`config.mk`:
```
export PLATFORM = sky130hd
export DESIGN_NAME = extension_inmediato_flat
export DESIGN_NICKNAME = d
export VERILOG_FILES = /design/src/rtl/extension_inmediato_if.sv /design/src/rtl/extension_inmediato.sv /design/src/flat_wrapper.sv
export SDC_FILE = /design/constraint.sdc
export NUM_CORES = 1
export LEC_CHECK = 0
export BUFFER_PORTS_ARGS = -buffer_cell sky130_fd_sc_hd__buf_2
export CAP_MARGIN = 20
export CORE_AREA = 2 2 64 66
export DETAILED_ROUTE_END_ITERATION = 10
export DIE_AREA = 0 0 66 68
export PLACE_DENSITY_LB_ADDON = 0.3
export SYNTH_ARGS = -nofsm -noshare
export SYNTH_HDL_FRONTEND = slang
export SYNTH_SLANG_ARGS = --single-unit
export TNS_END_PERCENT = 1
```
`constraint.sdc`:
```
create_clock -name clk -period 2.4 [get_ports clk]
set_input_delay 0.36 -clock clk [delete_from_list [all_inputs] [get_ports clk]]
set_output_delay 0.36 -clock clk [all_outputs]
set_load 0.1 [all_outputs]
```
`src/rtl/extension_inmediato_if.sv`:
```
// Immediate-extender bus: ID-stage operands in, extended operand out.
// offsetRama exists only when EXT_BRANCH_OFFSET_EN is defined.
interface extension_inmediato_if #(
    parameter int IN_W  = 16,
    parameter int OUT_W = 32
);
    logic [IN_W-1:0]  valEntrada;
    logic [1:0]       modo;
    logic             val_in;
    logic             stall;
    logic             flush;
    logic [OUT_W-1:0] valExtendido;
    logic             val_out;
    logic             err_modo;
`ifdef EXT_BRANCH_OFFSET_EN
    logic [OUT_W-1:0] offsetRama;

    modport master (
        output valEntrada, modo, val_in, stall, flush,
        input  valExtendido, val_out, err_modo, offsetRama
    );
    modport slave (
        input  valEntrada, modo, val_in, stall, flush,
        output valExtendido, val_out, err_modo, offsetRama
    );
`else
    modport master (
        output valEntrada, modo, val_in, stall, flush,
        input  valExtendido, val_out, err_modo
    );
    modport slave (
        input  valEntrada, modo, val_in, stall, flush,
        output valExtendido, val_out, err_modo
    );
`endif
endinterface

```
`src/rtl/extension_inmediato.sv`:
```
// Pipelined immediate extender (sign/zero/upper) with stall and flush.
// Optional branch offset output enabled by EXT_BRANCH_OFFSET_EN.
module extension_inmediato #(
    parameter int IN_W   = 16,
    parameter int OUT_W  = 32,
    parameter int STAGES = 1
) (
    input logic                  clk,
    input logic                  reset,
    extension_inmediato_if.slave bus
);
    localparam int PAD = OUT_W - IN_W;

    logic [OUT_W-1:0]  w_ext;
    logic              w_err;
    logic [OUT_W-1:0]  r_res [STAGES];
    logic [STAGES-1:0] r_err;
    logic [STAGES-1:0] r_vld;

    always_comb begin
        w_ext = '0;
        w_err = 1'b0;
        unique case (bus.modo)
            2'd0:    w_ext = OUT_W'($signed(bus.valEntrada));
            2'd1:    w_ext = OUT_W'(bus.valEntrada);
            2'd2:    w_ext = OUT_W'(bus.valEntrada) << PAD;
            default: w_err = 1'b1;
        endcase
    end

    // Flush only kills valid/err; data is left alone since nothing reads it.
    always_ff @(posedge clk) begin
        if (reset) begin
            for (int k = 0; k < STAGES; k++) begin
                r_res[k] <= '0;
            end
            r_err <= '0;
            r_vld <= '0;
        end else if (bus.flush) begin
            r_err <= '0;
            r_vld <= '0;
        end else if (!bus.stall) begin
            r_res[0] <= w_ext;
            r_err[0] <= w_err;
            r_vld[0] <= bus.val_in;
            for (int k = 1; k < STAGES; k++) begin
                r_res[k] <= r_res[k-1];
                r_err[k] <= r_err[k-1];
                r_vld[k] <= r_vld[k-1];
            end
        end
    end

    assign bus.valExtendido = r_res[STAGES-1];
    assign bus.val_out      = r_vld[STAGES-1];
    assign bus.err_modo     = r_err[STAGES-1] & r_vld[STAGES-1];

`ifdef EXT_BRANCH_OFFSET_EN
    assign bus.offsetRama = {r_res[STAGES-1][OUT_W-3:0], 2'b00};
`endif
endmodule

```
`src/flat_wrapper.sv`:
```
// flat-port wrapper written by rule: the top's interface ports become plain ports
module extension_inmediato_flat 
#(
    parameter int IN_W   = 16,
    parameter int OUT_W  = 32,
    parameter int STAGES = 1
)
  (clk, reset, bus_valEntrada, bus_modo, bus_val_in, bus_stall, bus_flush, bus_valExtendido, bus_val_out, bus_err_modo);
  extension_inmediato_if #(.IN_W(IN_W), .OUT_W(OUT_W)) bus_i ();
  input logic clk;
  input logic reset;
  input wire logic [$bits(bus_i.valEntrada)-1:0] bus_valEntrada;
  input wire logic [$bits(bus_i.modo)-1:0] bus_modo;
  input wire logic [$bits(bus_i.val_in)-1:0] bus_val_in;
  input wire logic [$bits(bus_i.stall)-1:0] bus_stall;
  input wire logic [$bits(bus_i.flush)-1:0] bus_flush;
  output wire logic [$bits(bus_i.valExtendido)-1:0] bus_valExtendido;
  output wire logic [$bits(bus_i.val_out)-1:0] bus_val_out;
  output wire logic [$bits(bus_i.err_modo)-1:0] bus_err_modo;
  assign bus_i.valEntrada = bus_valEntrada;
  assign bus_i.modo = bus_modo;
  assign bus_i.val_in = bus_val_in;
  assign bus_i.stall = bus_stall;
  assign bus_i.flush = bus_flush;
  assign bus_valExtendido = bus_i.valExtendido;
  assign bus_val_out = bus_i.val_out;
  assign bus_err_modo = bus_i.err_modo;
  extension_inmediato #(.IN_W(IN_W), .OUT_W(OUT_W), .STAGES(STAGES)) u_core (.clk(clk), .reset(reset), .bus(bus_i));
endmodule
```
==> results of run 1 <==
[logic make-up after synthesis]
| logic type | after synthesis | share of synthesized area (%) |
|---|---|---|
| buffers and inverters | 8 | 3.79 |
| flip-flops | 34 | 67.5 |
| AND/OR/NAND/NOR | 39 | 18.7 |
| AO/OA/AOI/OAI | 18 | 9.36 |
| multiplexers | 1 | 0.675 |
[power by group through the flow]
stage	combinational, µW	sequential (µW)	clock, µW
after floorplan	49.8	1020	0
after global placement	427	715	0
after detailed placement	430	715	0
after CTS	430	703	397
after global routing	442	706	423
final	428	702	380
[registers in the layout, summed over array words and instances, names as in the netlist]
signal              flops
u_core.r_res           32
u_core.r_err            1
u_core.bus.val_out      1
[cell usage after synthesis (all sizes together)]
master	number	area share [%]
edfxtp	32	65
and2	17	7.2
nand3b	16	8.1
a21oi	15	7.6
buf	5	3.0
clkbuf	3	0.84
dfxtp	2	2.7
nor4	2	1.9
a2111o	1	0.76
a211oi	1	0.51
mux2i	1	0.67
nand2	1	0.25
nand2b	1	0.42
nor3	1	0.34
o21bai	1	0.51
or3b	1	0.59
[metrics by stage]
stage | instance area (µm²) | total power (µW) | util (%)
after floorplan | 1490 | 1070 | -
after global placement | 1790 | 1140 | 46.5
after detailed placement | 1790 | 1140 | 46.5
after CTS | 1870 | 1530 | 48.5
after global routing | 1870 | 1570 | 48.5
final | 1870 | 1510 | 48.5
[area by class of cell]
| type | instances | area, µm² |
|---|---|---|
| Clock buffer | 7 | 76.3 |
| Multi-Input combinational cell | 58 | 430 |
| Timing Repair Buffer | 57 | 300 |
| Fill cell | 353 | 1990 |
| Tap cell | 50 | 62.6 |
| Sequential cell | 34 | 1000 |
[metal layers]
metal	GRT usage [%]	up-vias	wire, µm	part of all wire [%]
met5	0	-	0	0
met4	6.89	0	48	1.7
met3	5.92	4	291	10
met2	22.2	49	1310	46
met1	16.7	446	1200	42
li1	-	485	-	-
[worst max-delay path by stage]
| stage | start | endpoint | slack, ns |
|---|---|---|---|
| 3_5_place_dp | bus_modo[1] | u_core.r_res[0][20] | 0.69 |
| 6_report | u_core.bus.val_out | bus_err_modo | 0.87 |
| 5_1_grt | u_core.bus.val_out | bus_err_modo | 0.82 |
| 4_1_cts | u_core.bus.val_out | bus_err_modo | 0.85 |
| 2_1_floorplan | u_core.bus.val_out | bus_err_modo | 0.23 |
| 3_3_place_gp | bus_modo[1] | u_core.r_res[0][25] | 0.76 |
==> flow_metrics.tcl, run 1 <==
set metrics [dict create \
    vias 984 \
    wl_per_cell_um 13.9 \
    hold_path.startpoint "reset" \
    fp.dieH_um 68 \
    netlist_instances 100 \
    synth.cell_area_um2 1480 \
    cts_made_buffers 5 \
    firstDrtPassIters 4 \
    cp_data_required_time_ns 2.04 \
    antenna_left 0 \
    mappedNetlistNets 123 \
    cp_max_fo 3 \
    finalHoldWorstSlack_ns 0.344 \
    cp.arrival_ns 1.17 \
    slowest_stage "buf_2" \
    gp_congestion 0.667 \
    die_w_um 66 \
    gr-usage-all-layers_pct 14.1 \
    drive_gt1_share_pct 47.4 \
    switching_share_pct 37.1 \
    p_int_uw 950 \
    setup_viol 0 \
    crit_family "buffers and inverters" \
    path_cells "and2_1, buf_2" \
    r2r_cells 2 \
    cts_resized 0 \
    syn_area_per_cell_um2 14.8 \
    slew_headroom_pct 53.3 \
    tightestPinTransition_ns 0.695 \
    fin_skew_ns 0 \
    finalCritPeriodShare_pct 63.9 \
    cp.depth 2 \
    rows 23 \
    place_ws_ns 0.686 \
    hold_violations 0 \
    yosysSeqAreaShare_pct 67.5 \
    grt_max_degree 27 \
    regToRegSetupSlack_ns 1.73 \
    cts_setup_buffers 0 \
    power.density_nw_per_um2 807 \
    final_cell_mix "56 x buf_2, 32 x edfxtp_1, 17 x and2_1" \
    worst_slack_ns 0.867 \
    startpoint_type "register" \
    holdPathEnd "u_core.bus.val_out" \
    status "finished, final reports clean" \
    portBuffers 56 \
    diodes 0 \
    critPathBufInv 1 \
    power.net_switching_uw 560 \
    dpl.hpwl_mm 2.04 \
    r2r-end "u_core.r_err" \
    pwr-share-clk_pct 25.2 \
    hold_buffers 0 \
    synth_seq_cells 34 \
    clkSinkCount 34 \
    grt_pass1_vias 904 \
    yosys_warnings 0 \
    cts_tree "built" \
    fin_setup_tns_ns 0 \
    seqPwrFrac_pct 46.5 \
    ys_types 20 \
    nets 179 \
    grt_pass1_wl_mm 4.49 \
    grt-ovfl-total 0 \
    route.detailed.drc 0 \
    cp_slowest_stage_delay_ns 0.42 \
    comb_power_share_pct 28.3 \
    initial_core_util_pct 38.5 \
    dp.cells 199 \
    rsz0062_at_grt "no" \
    dieArea_um2 4490 \
    htree_levels 2 \
    clk_latency_ns 0.28 \
    ir_worst_vdd_uv 455 \
    slew_viol_final 0 \
    crit_path_end_kind "output port" \
    timing.rr.start "u_core.r_err" \
    drt_iter0_markers 34 \
    clock.fmax_ghz 0.652 \
    ios 57 \
    hold_class "input port to register" \
    instances_no_fill 206 \
    drt-total-wl_mm 2.85 \
    p_leak_uw 0.000734 \
    core_um2 3860 \
    holdPathStages 2 \
    layout_commonest_cell "buf_2" \
    clk_pin_slew_ns 0.06 \
    via_per_inst 4.78 \
    clockRootBuffer "clkbuf_8" \
    syn2layout_area_growth_pct 26.1 \
    antenna_found_initial 0 \
    path_class "register to output port" \
    clk_path_buf_depth 2 \
    fin_crit_ns 1.53 \
    maxCapViolCount 0 \
]
Power figures use the tool's default switching activity.
==> inputs of run 2 (changes only) <==
==> constraint.sdc (replaced) <==
create_clock -name clk -period 1.3 [get_ports clk]
set_input_delay 0.195 -clock clk [delete_from_list [all_inputs] [get_ports clk]]
set_output_delay 0.195 -clock clk [all_outputs]
set_load 0.1 [all_outputs]
==> flow_metrics.tcl, run 2 (synthesized netlist as in run 1, its figures left out) <==
set metrics [dict create \
    clk_path_buf_depth 2 \
    grt_pass1_wl_mm 4.44 \
    gr-usage-all-layers_pct 13.7 \
    r2r-end "u_core.r_err" \
    route.detailed.drc 0 \
    crit_family "buffers and inverters" \
    cp_slowest_stage_delay_ns 0.43 \
    clk_latency_ns 0.27 \
    final_cell_mix "55 x buf_2, 32 x edfxtp_1, 16 x nand3b_1, 16 x and2_1" \
    hold_class "input port to register" \
    htree_levels 2 \
    tightestPinTransition_ns 0.493 \
    timing.rr.start "u_core.r_err" \
    clockRootBuffer "clkbuf_8" \
    use_met2_pct 24.1 \
    cts_made_buffers 5 \
    finalCritPeriodShare_pct 95.8 \
    top_register "u_core.r_res" \
    slew_viol_final 0 \
    rows 23 \
    n_fill_cell 374 \
    fin_skew_ns 0 \
    cp-endpoint "bus_valExtendido[21]" \
    status "finished, final reports clean" \
    cts_setup_buffers 0 \
    top_usage_layer "met2" \
    cp_max_fo 1 \
    die_w_um 66 \
    core_um2 3860 \
    drive_gt1_share_pct 52.1 \
    hold_path.startpoint "bus_valEntrada[9]" \
    portBuffers 56 \
    clk_pin_slew_ns 0.06 \
    crit_path_end_kind "output port" \
    finalHoldWorstSlack_ns 0.223 \
    antenna_found_initial 0 \
    maxCapViolCount 0 \
    grt_max_degree 21 \
    cp.depth 1 \
    setup_viol 0 \
    grt_pass1_vias 1022 \
    dpl_cell_area_um2 1920 \
    p_leak_uw 0.000798 \
    critPathBufInv 1 \
    largest_register_ff_count 32 \
    clock.fmax_ghz 0.803 \
    grt_util_met1_pct 14.7 \
    hold_buffers 0 \
    firstDrtPassIters 5 \
    power.density_nw_per_um2 1400 \
    wl_per_cell_um 13.2 \
    syn2layout_area_growth_pct 34.2 \
    slew_headroom_pct 67.4 \
    slowest_stage "buf_2" \
    path_class "register to output port" \
    path_cells "buf_2" \
    hold_violations 0 \
    dpl.hpwl_mm 2.24 \
    ios 57 \
    regToRegSetupSlack_ns 0.61 \
    r2r_cells 2 \
    diodes 0 \
    ir_worst_vdd_uv 641 \
    layout_commonest_cell "buf_2" \
    cp.arrival_ns 1.05 \
    fin_area_um2 1990 \
    cp_data_required_time_ns 1.11 \
    initial_core_util_pct 38.5 \
    cts_resized 0 \
    nets 190 \
    cts_tree "built" \
    gr-usage-met3_pct 5.10 \
    startpoint "u_core.r_res[0][21]" \
    clkSinkCount 34 \
    dieArea_um2 4490 \
    drt-total-wl_mm 2.86 \
    rsz0062_at_grt "no" \
    via_per_inst 4.72 \
    antenna_left 0 \
    grt-ovfl-total 0 \
    gp_congestion 0.696 \
    startpoint_type "register" \
    fin_crit_ns 1.24 \
    fp.dieH_um 68 \
    vias 1024 \
    drt_iter0_markers 51 \
]
## run 2: changes by cell type in the layout (fill, tap and decap cells not counted), sizes merged
cell  change
buf      +11
## run 2: how the worst min path moves through the flow
stage / endpoint / slack (ns) / cells after the start
after floorplan: u_core.bus.val_out / 0.26 / 1
after global placement: u_core.r_err / 0.46 / 2
after detailed placement: u_core.r_err / 0.47 / 2
after CTS: u_core.r_res[0][2] / 0.21 / 2
after global routing: u_core.r_res[0][2] / 0.22 / 2
final: u_core.r_res[0][9] / 0.22 / 2
## run 2: per-stage QoR
step | setup slack, ns | setup TNS (ns) | instances | total power [µW] | util, %
floorplan | -0.00998 | -0.319 | 100 | 1980 | -
CTS | 0.0432 | 0 | 217 | 2820 | 51.7
global route | 0.0164 | 0 | 217 | 2900 | 51.7
finish | 0.0551 | 0 | 217 | 2790 | 51.7
global placement | 0.103 | 0 | 210 | 2140 | 49.7
detailed placement | 0.0638 | 0 | 210 | 2140 | 49.7
## run 2: area by class of cell
| cell class | instances | area, µm² | share of cell area (%) |
|---|---|---|---|
| clock buffers | 7 | 76.3 | 3.83 |
| well taps | 50 | 62.6 | 3.14 |
| repair buffers | 68 | 410 | 20.6 |
| flip-flops and latches | 34 | 1000 | 50.3 |
| multi-input cells | 58 | 440 | 22.1 |
## run 2: power by group
group	switching [µW]	internal [µW]	leakage (µW)	total (µW)
Combinational	687	133	0.000417	820
Clock	309	367	0.0000383	677
Sequential	19.3	1280	0.000342	1300
Total	1010	1780	0.000798	2790
## run 2: per-layer routing
metal / vias to the layer above / wire (µm)
met2: 41 / 1430
li1: 503 / -
met4: 0 / 21
met3: 4 / 218
met5: - / 0
met1: 476 / 1190
==> inputs of run 3 (changes only) <==
--- a/config.mk
+++ b/config.mk
@@ -10,7 +10,7 @@
 export CORE_AREA = 2 2 64 66
 export DETAILED_ROUTE_END_ITERATION = 10
 export DIE_AREA = 0 0 66 68
-export PLACE_DENSITY_LB_ADDON = 0.3
+export PLACE_DENSITY = 0.69
 export SYNTH_ARGS = -nofsm -noshare
 export SYNTH_HDL_FRONTEND = slang
 export SYNTH_SLANG_ARGS = --single-unit
==> constraint.sdc (replaced) <==
create_clock -name clk -period 1.3 [get_ports clk]
set_input_delay 0.065 -clock clk [delete_from_list [all_inputs] [get_ports clk]]
set_output_delay 0.065 -clock clk [all_outputs]
set_load 0.1 [all_outputs]
==> flow_metrics.tcl, run 3 (synthesized netlist as in run 1, its figures left out) <==
set metrics [dict create \
    status "finished, final reports clean" \
    path_class "register to output port" \
    power.density_nw_per_um2 1460 \
    path_cells "and2_2, buf_2" \
    nets 185 \
    drt_iter0_markers 88 \
    slew_headroom_pct 67.1 \
    slew_viol_final 0 \
    gp_congestion 0.688 \
    cts_made_buffers 5 \
    grt_pass1_vias 990 \
    maxCapViolCount 0 \
    grt-ovfl-total 0 \
    slowest_stage "buf_2" \
    clk_latency_ns 0.28 \
    worst_slack_ns 0.0712 \
    cts_setup_buffers 0 \
    clk_path_buf_depth 2 \
    dp.cells 205 \
    top_register "u_core.r_res" \
    rows 23 \
    startpoint_type "register" \
    cts_tree "built" \
    cp_data_required_time_ns 1.24 \
    portBuffers 56 \
    grt_pass1_wl_mm 4.91 \
    hold_buffers 0 \
    crit_path_end_kind "output port" \
    setup_viol 0 \
    syn2layout_area_growth_pct 29.6 \
    tightestPinTransition_ns 0.497 \
    dr_wl_met3_um 333 \
    p_leak_uw 0.000768 \
    antenna_found_initial 0 \
    fp.dieH_um 68 \
    highest-signal-layer "met3" \
    timing.rr.start "u_core.r_err" \
    grt_max_degree 33 \
    place_ws_ns 0.112 \
    largest_register_ff_count 32 \
    hold_class "input port to register" \
    initial_core_util_pct 38.5 \
    diodes 0 \
    die_w_um 66 \
    fin_skew_ns 0 \
    ios 57 \
    wl_met2_mm 1.47 \
    route.detailed.drc 0 \
    via_per_inst 4.89 \
    final_cell_mix "56 x buf_2, 32 x edfxtp_1, 16 x nand3b_1, 16 x and2_1, 10 x a21oi_2" \
    startpoint "u_core.r_err" \
    vias 1042 \
    critPathBufInv 1 \
    hold_violations 0 \
    firstDrtPassIters 4 \
    clk_pin_slew_ns 0.07 \
    fin_crit_ns 1.23 \
    wl_per_cell_um 14.4 \
    clkSinkCount 34 \
    dieArea_um2 4490 \
    drive_gt1_share_pct 50.9 \
    clockRootBuffer "clkbuf_8" \
    antenna_left 0 \
    instances_no_fill 213 \
    rsz0062_at_grt "no" \
    fin_setup_tns_ns 0 \
    gr-usage-all-layers_pct 15.2 \
    cts_resized 0 \
    layout_commonest_cell "buf_2" \
    clock.fmax_ghz 0.814 \
    finalCritPeriodShare_pct 94.5 \
    core_um2 3860 \
    cp_slowest_stage_delay_ns 0.41 \
    cp.arrival_ns 1.16 \
    cp_max_fo 2 \
    ir_worst_vdd_uv 765 \
    met1_length_mm 1.27 \
    htree_levels 2 \
    dpl.hpwl_mm 2.21 \
    drt-total-wl_mm 3.07 \
    crit_family "buffers and inverters" \
    hold_path.startpoint "reset" \
]
run 3: area by class of cell:
| class | instances | area, µm² |
|---|---|---|
| clock buffer | 6 | 72.6 |
| clock inverter | 2 | 8.76 |
| fill | 354 | 1930 |
| multi-input combinational | 58 | 432 |
| sequential | 34 | 1000 |
| tap | 50 | 62.6 |
| timing repair buffer | 63 | 345 |
run 3: worst paths after layout:
kind	endpoint	slack, ns	cells after the start
worst max register to register	u_core.r_err	0.64	2
worst min register to register	u_core.r_err	0.47	2
worst max-delay path	bus_err_modo	0.07	2
worst min-delay path	u_core.bus.val_out	0.05	2
run 3: report_power, final:
part | switching, µW | internal (µW) | leakage (µW)
clock network | 347 | 367 | 0.0000426
logic | 685 | 117 | 0.000383
registers | 22.7 | 1280 | 0.000342
total | 1050 | 1760 | 0.000768
run 3: worst reg2reg max path, delay by kind of cell (launching register included):
kind | cells | cell delay (ns)
AO/OA/AOI/OAI | 1 | 0.19
AND/OR/NAND/NOR | 1 | 0.05
flip-flops | 1 | 0.34
run 3: stage by stage:
step	util [%]	power (µW)	area [µm²]	hold WS, ns
floorplan	-	1980	1490	0.134
global placement	47.8	2120	1840	0.333
detailed placement	47.8	2130	1840	0.347
CTS	49.9	2840	1920	0.0413
global route	49.9	2940	1920	0.0435
finish	49.9	2820	1920	0.0483
run 3: layer usage:
layer  GRT usage (%)  vias up
li1                -      494
met1            20.1      487
met2            23.7       61
met3            6.41        0
met4            3.06        0
met5               0        -
